`config.mk`:
```
export PLATFORM = sky130hd
export DESIGN_NAME = multiplicator_arbiter
export DESIGN_NICKNAME = d
export VERILOG_FILES = /design/src/rtl/multiplicator_arbiter_pkg.sv /design/src/rtl/multiplicator_arbiter_round_robin_picker.sv /design/src/rtl/multiplicator_arbiter.sv
export SDC_FILE = /design/constraint.sdc
export NUM_CORES = 1
export LEC_CHECK = 0
export ABC_AREA = 1
export CAP_MARGIN = 20
export CORE_MARGIN = 10
export CORE_UTILIZATION = 39
export DETAILED_ROUTE_END_ITERATION = 10
export PLACE_DENSITY = 0.83
export SLEW_MARGIN = 20
export SYNTH_ARGS = -nofsm -noshare
export SYNTH_HDL_FRONTEND = slang
export SYNTH_SLANG_ARGS = --single-unit
export TNS_END_PERCENT = 100
```
`constraint.sdc`:
```
create_clock -name clock -period 1.94 [get_ports clock]
set_clock_uncertainty 0.05 [all_clocks]
set_input_delay 0.291 -clock clock [delete_from_list [all_inputs] [get_ports clock]]
set_output_delay 0.291 -clock clock [all_outputs]
set_load 0.005 [all_outputs]
```
`src/rtl/multiplicator_arbiter_pkg.sv`:
```
// Shared types and default sizing for the multiplicator arbiter and its picker.
package multiplicator_arbiter_pkg;

  localparam int WIDTH_DEF          = 8;
  localparam int N_REQ_DEF          = 4;
  localparam int TIMEOUT_CYCLES_DEF = 64;

  typedef enum logic [1:0] {
    IDLE    = 2'd0,
    ISSUE   = 2'd1,
    WAIT    = 2'd2,
    RESPOND = 2'd3
  } arb_state_t;

endpackage

```
`src/rtl/multiplicator_arbiter_round_robin_picker.sv`:
```
// Combinational round-robin picker: first active request at or after rr_ptr, wrapping.
module round_robin_picker #(
  parameter int N_REQ = 4,
  parameter int IDX_W = $clog2(N_REQ)
) (
  input  logic [N_REQ-1:0] req,
  input  logic [IDX_W-1:0] rr_ptr,
  output logic [N_REQ-1:0] winner,
  output logic [IDX_W-1:0] winner_idx,
  output logic             any_req
);

  logic found_s;

  // scan from rr_ptr upward, wrapping, and keep the first hit
  always_comb begin
    found_s    = 1'b0;
    winner_idx = '0;
    for (int k = 0; k < N_REQ; k++) begin
      if (!found_s && req[(int'(rr_ptr) + k) % N_REQ]) begin
        found_s    = 1'b1;
        winner_idx = IDX_W'((int'(rr_ptr) + k) % N_REQ);
      end else begin
        found_s = found_s;
      end
    end
    if (found_s) begin
      winner = N_REQ'(1) << winner_idx;
    end else begin
      winner = '0;
    end
    any_req = found_s;
  end

endmodule

```
`src/rtl/multiplicator_arbiter.sv`:
```
// Round-robin arbiter/sequencer sharing one sequential multiplicator among N_REQ clients,
// with a timeout that returns a flagged zero product if the multiplicator never answers.
module multiplicator_arbiter
  import multiplicator_arbiter_pkg::*;
#(
  parameter int WIDTH          = WIDTH_DEF,
  parameter int N_REQ          = N_REQ_DEF,
  parameter int TIMEOUT_CYCLES = TIMEOUT_CYCLES_DEF
) (
  input  logic                   clock,
  input  logic                   reset_in,
  input  logic [N_REQ-1:0]       req_in,
  input  logic [N_REQ*WIDTH-1:0] multiplicand_in,
  input  logic [N_REQ*WIDTH-1:0] multiplier_in,
  output logic [N_REQ-1:0]       grant_out,
  output logic [N_REQ-1:0]       result_valid_out,
  output logic [2*WIDTH-1:0]     product_out,
  output logic                   overflow_out,
  output logic                   timeout_out,
  output logic                   busy_out,
  output logic [WIDTH-1:0]       multiplicand_out,
  output logic [WIDTH-1:0]       multiplier_out,
  output logic                   start_out,
  input  logic                   mult_done_in,
  input  logic [2*WIDTH-1:0]     mult_product_in,
  input  logic                   mult_overflow_in
);

  localparam int IDX_W = $clog2(N_REQ);
  localparam int CNT_W = $clog2(TIMEOUT_CYCLES + 1);

  arb_state_t         state_r, state_next_s;
  logic [IDX_W-1:0]   rr_ptr_r, owner_r, next_ptr_s, winner_idx_s;
  logic [N_REQ-1:0]   winner_s, grant_r, valid_r;
  logic               any_req_s;
  logic [CNT_W-1:0]   cnt_r, cnt_next_s;
  logic               done_q_r, done_rise_s, timeout_hit_s;
  logic [WIDTH-1:0]   mcand_r, mplier_r;
  logic [2*WIDTH-1:0] product_r;
  logic               overflow_r, timeout_r;

  round_robin_picker #(.N_REQ(N_REQ), .IDX_W(IDX_W)) u_picker (
    .req        (req_in),
    .rr_ptr     (rr_ptr_r),
    .winner     (winner_s),
    .winner_idx (winner_idx_s),
    .any_req    (any_req_s)
  );

  // wait-phase event decode and pointer advance
  always_comb begin
    cnt_next_s    = cnt_r + CNT_W'(1);
    done_rise_s   = mult_done_in && !done_q_r;
    timeout_hit_s = (cnt_next_s == CNT_W'(TIMEOUT_CYCLES));
    if (winner_idx_s == IDX_W'(N_REQ - 1)) begin
      next_ptr_s = '0;
    end else begin
      next_ptr_s = winner_idx_s + IDX_W'(1);
    end
  end

  // next-state logic
  always_comb begin
    state_next_s = state_r;
    case (state_r)
      IDLE: begin
        if (any_req_s) begin
          state_next_s = ISSUE;
        end else begin
          state_next_s = IDLE;
        end
      end
      ISSUE: state_next_s = WAIT;
      WAIT: begin
        if (done_rise_s || timeout_hit_s) begin
          state_next_s = RESPOND;
        end else begin
          state_next_s = WAIT;
        end
      end
      RESPOND: state_next_s = IDLE;
      default: state_next_s = IDLE;
    endcase
  end

  // state register
  always_ff @(posedge clock or posedge reset_in) begin
    if (reset_in) begin
      state_r <= IDLE;
    end else begin
      state_r <= state_next_s;
    end
  end

  // datapath: grant/operand latch, wait counter, result capture
  always_ff @(posedge clock or posedge reset_in) begin
    if (reset_in) begin
      rr_ptr_r   <= '0;
      owner_r    <= '0;
      grant_r    <= '0;
      valid_r    <= '0;
      mcand_r    <= '0;
      mplier_r   <= '0;
      cnt_r      <= '0;
      done_q_r   <= 1'b0;
      product_r  <= '0;
      overflow_r <= 1'b0;
      timeout_r  <= 1'b0;
    end else begin
      grant_r <= '0;
      valid_r <= '0;
      case (state_r)
        IDLE: begin
          if (any_req_s) begin
            grant_r  <= winner_s;
            mcand_r  <= multiplicand_in[int'(winner_idx_s)*WIDTH +: WIDTH];
            mplier_r <= multiplier_in[int'(winner_idx_s)*WIDTH +: WIDTH];
            owner_r  <= winner_idx_s;
            rr_ptr_r <= next_ptr_s;
          end
        end
        ISSUE: begin
          cnt_r    <= '0;
          // seed with the live level so a done still high from the last op is not an edge
          done_q_r <= mult_done_in;
        end
        WAIT: begin
          cnt_r    <= cnt_next_s;
          done_q_r <= mult_done_in;
          if (done_rise_s) begin
            valid_r    <= N_REQ'(1) << owner_r;
            product_r  <= mult_product_in;
            overflow_r <= mult_overflow_in;
            timeout_r  <= 1'b0;
          end else if (timeout_hit_s) begin
            valid_r    <= N_REQ'(1) << owner_r;
            product_r  <= '0;
            overflow_r <= 1'b0;
            timeout_r  <= 1'b1;
          end
        end
        RESPOND: begin
          cnt_r <= '0;
        end
        default: begin
          cnt_r <= '0;
        end
      endcase
    end
  end

  assign grant_out        = grant_r;
  assign result_valid_out = valid_r;
  assign product_out      = product_r;
  assign overflow_out     = overflow_r;
  assign timeout_out      = timeout_r;
  assign multiplicand_out = mcand_r;
  assign multiplier_out   = mplier_r;
  assign start_out        = (state_r == ISSUE);
  assign busy_out         = (state_r != IDLE);

endmodule

```
==> flow_summary.yaml, run 1 <==
synth:
  netlist_instances: 402
  synth_top_area_share_pct: 44.9
  async_reset_ff_share_pct: 100
  yosysWarnings: 0
  synth_ff_type: "dfrtp_1"
  synth.avg_cell_area_um2: 7.76
  ys_types: 27
  synth_nets: 501
  yosysTopAreaCell: "dfrtp_1"
  synth-seq-area-share_pct: 44.9
  yosys-top-cells-area: "dfrtp_1 45%, nand2_1 22%, nand3_1 5.3%"
  ys_ff_latch: 56
  syn_area_mm2: 0.00312
  synth_edf_count: 0
global_routing:
  grt_pass1_wl_um: 15300
  first_global_vias: 3252
  grt_max_degree: 57
  antenna_found_initial: 0
  overflow: 0
  grt_usage_pct: 15.6
clocking:
  path_clk_slew_ns: 0.10
  clockBufferDepth: 2
  ctsHoldBuffers: 0
  cts_root_buffer: "clkbuf_8"
  tritoncts: "built"
  clock_latency_ns: 0.31
  cts_max_level: 2
  cts_sinks: 56
  cts_buffers: 5
die:
  fp.coreArea_mm2: 0.00777
  fp.dieH_um: 109
  io_pins: 132
  die_w_um: 109
  dieArea_mm2: 0.0120
  num_rows: 32
  initial_core_util_pct: 40.1
drt:
  wl_per_cell_um: 15.2
  ant_nets: 0
  vias: 3199
  wl_um: 10100
  vias_per_cell: 4.83
  drc_errors: 0
  drt_iter0_drc: 210
  dr.pass1.iters: 4
final_layout:
  final_cells: 662
  finalInstanceArea_mm2: 0.00503
  area_delta_synth_final_pct: 61.3
  nets: 658
  final_util_pct: 64.7
  final_cell_mix: "169 x nand2_1, 131 x clkdlybuf4s50_1, 54 x dfrtp_1"
  final_common_cell: "nand2_1"
  n_antenna_cell: 0
  num-fill-cells: 655
  drive_gt1_share_pct: 16.8
placed_design:
  pre_cts_ws_ns: -0.324
  dpl.cell_count: 642
  gp_congestion: 0.924
  hpwl_um: 7700
  dpl_cell_area_mm2: 0.00468
  io_buffer_count: 131
status:
  violations: "negative setup slack"
  status: "finished with violations"
timing:
  fin_ws_ns: -0.0304
  fmax_mhz: 508
  max_slew.worst_pin.slew_ns: 0.346
  relSlewSlack_pct: 76.9
  final_hold_viol_count: 0
  whs_ns: 0.313
  rsz0062_at_grt: "true"
  fin_crit_sh_pct: 102
  period_minus_slack_ns: 1.97
  setup_violations: 2
  slew_viol_final: 0
worst_setup_path:
  cp-end-kind: "flop"
  worstPathArrival_ns: 2.12
  cp.required_ns: 2.09
  crit_type: "flop to flop"
  cp-start-kind: "flop"
  worstPathMaxFanout: 9
power:
  peakVddDrop_v: 0.00110
  powerDensity_mw_per_mm2: 1750
  power.static_leakage_nw: 2.45
min_path:
  hold_class: "input pin to async pin"
job:
  cap_violations: 0
report_power, final:
part           internal, mW  switching [mW]
Combinational          2.89            3.25
Clock                 0.264           0.405
Sequential             1.68           0.290
Total                  4.83            3.95
registers in the layout, indices dropped and copies added (netlist names):
register	cells
product_out	16
state_r	2
multiplicand_out	8
rr_ptr_r	2
result_valid_out	4
done_q_r	1
multiplier_out	8
owner_r	2
overflow_out	1
grant_out	4
timeout_out	1
cnt_r	7
logic make-up after synthesis:
| logic type | after synthesis | share of synthesized area [%] |
|---|---|---|
| adders and majority gates | 11 | 4.41 |
| and+or+nand+nor | 247 | 34.0 |
| xor gates and xnor gates | 5 | 1.40 |
| DFF | 56 | 44.9 |
| AOI/OAI and AO/OA | 32 | 7.38 |
| buffers and inverters | 51 | 7.83 |
per-stage QoR:
stage                     setup TNS (ns)  power [mW]
final                            -0.0468        8.78
after global routing               -2.37        9.55
after CTS                              0        8.43
after detailed placement           -6.58        7.50
after global placement             -4.93        7.30
after floorplan                        0        5.25
worst paths after layout:
check | start | to | slack (ns) | cells past startpoint
setup / recovery | rr_ptr_r[0] | rr_ptr_r[1] | -0.03 | 13
hold / removal | reset_in | cnt_r[4] | 0.31 | 3
setup reg to reg | rr_ptr_r[0] | rr_ptr_r[1] | -0.03 | 13
hold reg to reg | owner_r[1] | result_valid_out[0] | 0.43 | 1
max in group asynchronous | reset_in | rr_ptr_r[1] | 1.27 | 3
min in group clock | owner_r[1] | result_valid_out[0] | 0.43 | 1
Yosys cell counts, types with 2 or more instances:
| cell type | number |
|---|---|
| ha_1 | 11 |
| buf_4 | 5 |
| a22o_1 | 17 |
| o21ai_0 | 9 |
| nor3_1 | 6 |
| xor2_1 | 5 |
| buf_2 | 5 |
| nand2_1 | 182 |
| clkinv_1 | 2 |
| nand2_2 | 5 |
| nand4_1 | 2 |
| inv_2 | 2 |
| a21oi_1 | 4 |
| buf_6 | 3 |
| nand3_4 | 2 |
| dfrtp_1 | 56 |
| inv_1 | 32 |
| nand3_1 | 33 |
| nor2_4 | 2 |
| nor2_1 | 12 |
metal layers:
layer | vias up | share of wire, % | GRT usage [%]
met4 | 0 | 0.46 | 2.70
met3 | 4 | 9.2 | 4.86
met2 | 124 | 51 | 28.0
met5 | - | 0 | 0
met1 | 1491 | 40 | 17.9
li1 | 1580 | - | -
area by class of cell:
| cell class | count | area (um^2) | area share (%) |
|---|---|---|---|
| tap | 102 | 128 | 2.54 |
| inverter | 37 | 151 | 3.01 |
| multi-input combinational | 296 | 1620 | 32.2 |
| clock buffer | 5 | 68.8 | 1.37 |
| timing repair buffer | 163 | 1630 | 32.5 |
| clock inverter | 3 | 25.0 | 0.498 |
| sequential | 56 | 1400 | 27.9 |
repair_timing:
item,in CTS,in global routing
pin swaps,4,12
buffers inserted,9,2
endpoints found under the setup margin,25,47
resized for setup,12,39
gates cloned,0,1
worst max-delay path, stage by stage, from the launching register on:
cell,delay (ns)
dfrtp_2,0.38
buf_6,0.14
inv_8,0.05
nand2_2,0.07
nand2_4,0.06
nand2_2,0.08
nand2_2,0.07
nor2_4,0.17
nand3_4,0.14
nand3_4,0.15
inv_4,0.06
ha_1,0.29
nand2_1,0.06
o21ai_0,0.07
Note: power is estimated with default switching activity, not from simulation.
==> run 2, diff against run 1 <==
--- a/config.mk
+++ b/config.mk
@@ -7,7 +7,6 @@
 export LEC_CHECK = 0
 export ABC_AREA = 1
 export CAP_MARGIN = 20
-export CORE_MARGIN = 10
 export CORE_UTILIZATION = 39
 export DETAILED_ROUTE_END_ITERATION = 10
 export PLACE_DENSITY = 0.83
==> run 2 against run 1 <==
Compared with the run above:
- the flow still finishes with violations (negative setup slack)
- sequential share of layout area decreased by 0.69 points
- first-iteration DRC count decreased by 22%
- fmax down 2.7%
- cell area grew 2.5%
- critical path depth rose by 3
- utilization is 2.0 points higher
- flip-flop and latch count did not move
- non-clock buffer count is 4 higher
- critical endpoint is now multiplier_out[0]
- largest cell class unchanged
- largest power group unchanged
==> flow_summary.yaml, run 2 (synthesis results as in run 1) <==
final_layout:
  drive_gt1_share_pct: 18.6
  area_delta_synth_final_pct: 65.4
  largest_reg_flops: 16
  n_antenna_cell: 0
  final_common_cell: "nand2_1"
  nets: 662
  final_util_pct: 66.7
  final_cell_mix: "160 x nand2_1, 131 x clkdlybuf4s50_1, 54 x dfrtp_1"
power:
  power.static_leakage_nw: 2.52
  peakVddDrop_v: 0.00100
  powerDensity_mw_per_mm2: 1810
placed_design:
  gp_congestion: 0.910
  pre_cts_ws_ns: -0.271
  hpwl_um: 6170
  io_buffer_count: 131
worst_setup_path:
  cp-start-kind: "flop"
  cp-end-kind: "flop"
  worstPathMaxFanout: 13
  r2r-end: "multiplier_out[0]"
  cp.required_ns: 2.09
  ff2ff_path_depth: 16
  r2r_start: "rr_ptr_r[0]"
  crit_type: "flop to flop"
  worstPathArrival_ns: 2.18
  r2r_slack_ns: -0.08
global_routing:
  grt_pass1_wl_um: 14000
  overflow: 0
  grt_max_degree: 38
  first_global_vias: 3050
  antenna_found_initial: 0
  grt_usage_pct: 21.2
drt:
  wl_um: 9430
  vias_per_cell: 4.93
  drc_errors: 0
  wl_per_cell_um: 14.2
  dr.pass1.iters: 4
  ant_nets: 0
  vias: 3284
  drt_iter0_drc: 163
clocking:
  cts_root_buffer: "clkbuf_8"
  path_clk_slew_ns: 0.11
  cts_sinks: 56
  cts_max_level: 2
  clockBufferDepth: 2
  clock_latency_ns: 0.31
  ctsHoldBuffers: 0
  cts_buffers: 5
  tritoncts: "built"
die:
  io_pins: 132
  initial_core_util_pct: 40.3
  num_rows: 32
  fp.dieH_um: 91.4
  fp.coreArea_mm2: 0.00773
  dieArea_mm2: 0.00836
  die_w_um: 91.4
timing:
  slew_viol_final: 0
  max_slew.worst_pin.slew_ns: 0.345
  fin_crit_sh_pct: 104
  final_hold_viol_count: 0
  fin_ws_ns: -0.0850
  fmax_mhz: 494
  relSlewSlack_pct: 76.9
  period_minus_slack_ns: 2.02
  rsz0062_at_grt: "true"
  setup_violations: 20
job:
  cap_violations: 0
status:
  status: "finished with violations"
  violations: "negative setup slack"
min_path:
  hold_class: "input pin to async pin"
[run 2: worst max-delay path, stage by stage (launching register included)]
cell and delay (ns):
dfrtp_2 0.44, buf_8 0.15, inv_8 0.08, nand2_1 0.08
nand2_2 0.10, nand2_2 0.06, nand2_1 0.07, nand2_2 0.08
nand2_2 0.08, nand2_2 0.07, nand3_4 0.15, inv_8 0.07
clkbuf_16 0.17, nand2_1 0.06, nand2_1 0.04, nand2_1 0.06
nand3_1 0.09
[run 2: per-layer routing]
metal  share of wire, %  GRT usage, %
met1                 38          24.9
met2                 52          37.6
met3                7.6          6.03
met4                2.6          6.08
met5                  0             0
[run 2: worst max-delay path by stage]
stage / start / endpoint / cells after the start
2_1_floorplan: rr_ptr_r[0] / rr_ptr_r[1] / 13
3_3_place_gp: req_in[3] / rr_ptr_r[1] / 13
3_5_place_dp: req_in[1] / rr_ptr_r[1] / 13
4_1_cts: rr_ptr_r[0] / rr_ptr_r[1] / 12
5_1_grt: rr_ptr_r[0] / multiplier_out[0] / 16
6_report: rr_ptr_r[0] / multiplier_out[0] / 16
[run 2: final cells by class]
| class | count | area, um^2 |
|---|---|---|
| Timing Repair inverter | 1 | 6.26 |
| Sequential cell | 56 | 1400 |
| Timing Repair Buffer | 167 | 1740 |
| Clock buffer | 5 | 68.8 |
| Tap cell | 102 | 128 |
| Fill cell | 607 | 2570 |
| Multi-Input combinational cell | 295 | 1630 |
| Clock inverter | 3 | 26.3 |
| Inverter | 37 | 156 |
[run 2: timing repair]
action / CTS / global route
pin swaps: 2 / 23
endpoints found under the setup margin: 25 / 47
setup buffers: 6 / 7
gates cloned: 0 / 4
gates resized for setup: 8 / 54
[run 2: power by group]
group / internal, mW / switching, mW / total, mW
clock network: 0.267 / 0.416 / 0.683
registers: 1.68 / 0.316 / 1.99
logic: 3.19 / 3.45 / 6.65
total: 5.14 / 4.18 / 9.32
[run 2: per-stage QoR]
step	instances	hold slack (ns)	setup TNS, ns	area (um^2)	power [mW]
2_1_floorplan	402	0.358	0	3120	5.25
3_5_place_dp	641	0.401	-4.97	4680	7.34
3_3_place_gp	641	0.387	-3.12	4680	7.19
4_1_cts	655	0.264	-0.0101	4860	8.25
5_1_grt	666	0.285	-3.70	5160	10.0
6_report	666	0.270	-0.953	5160	9.32
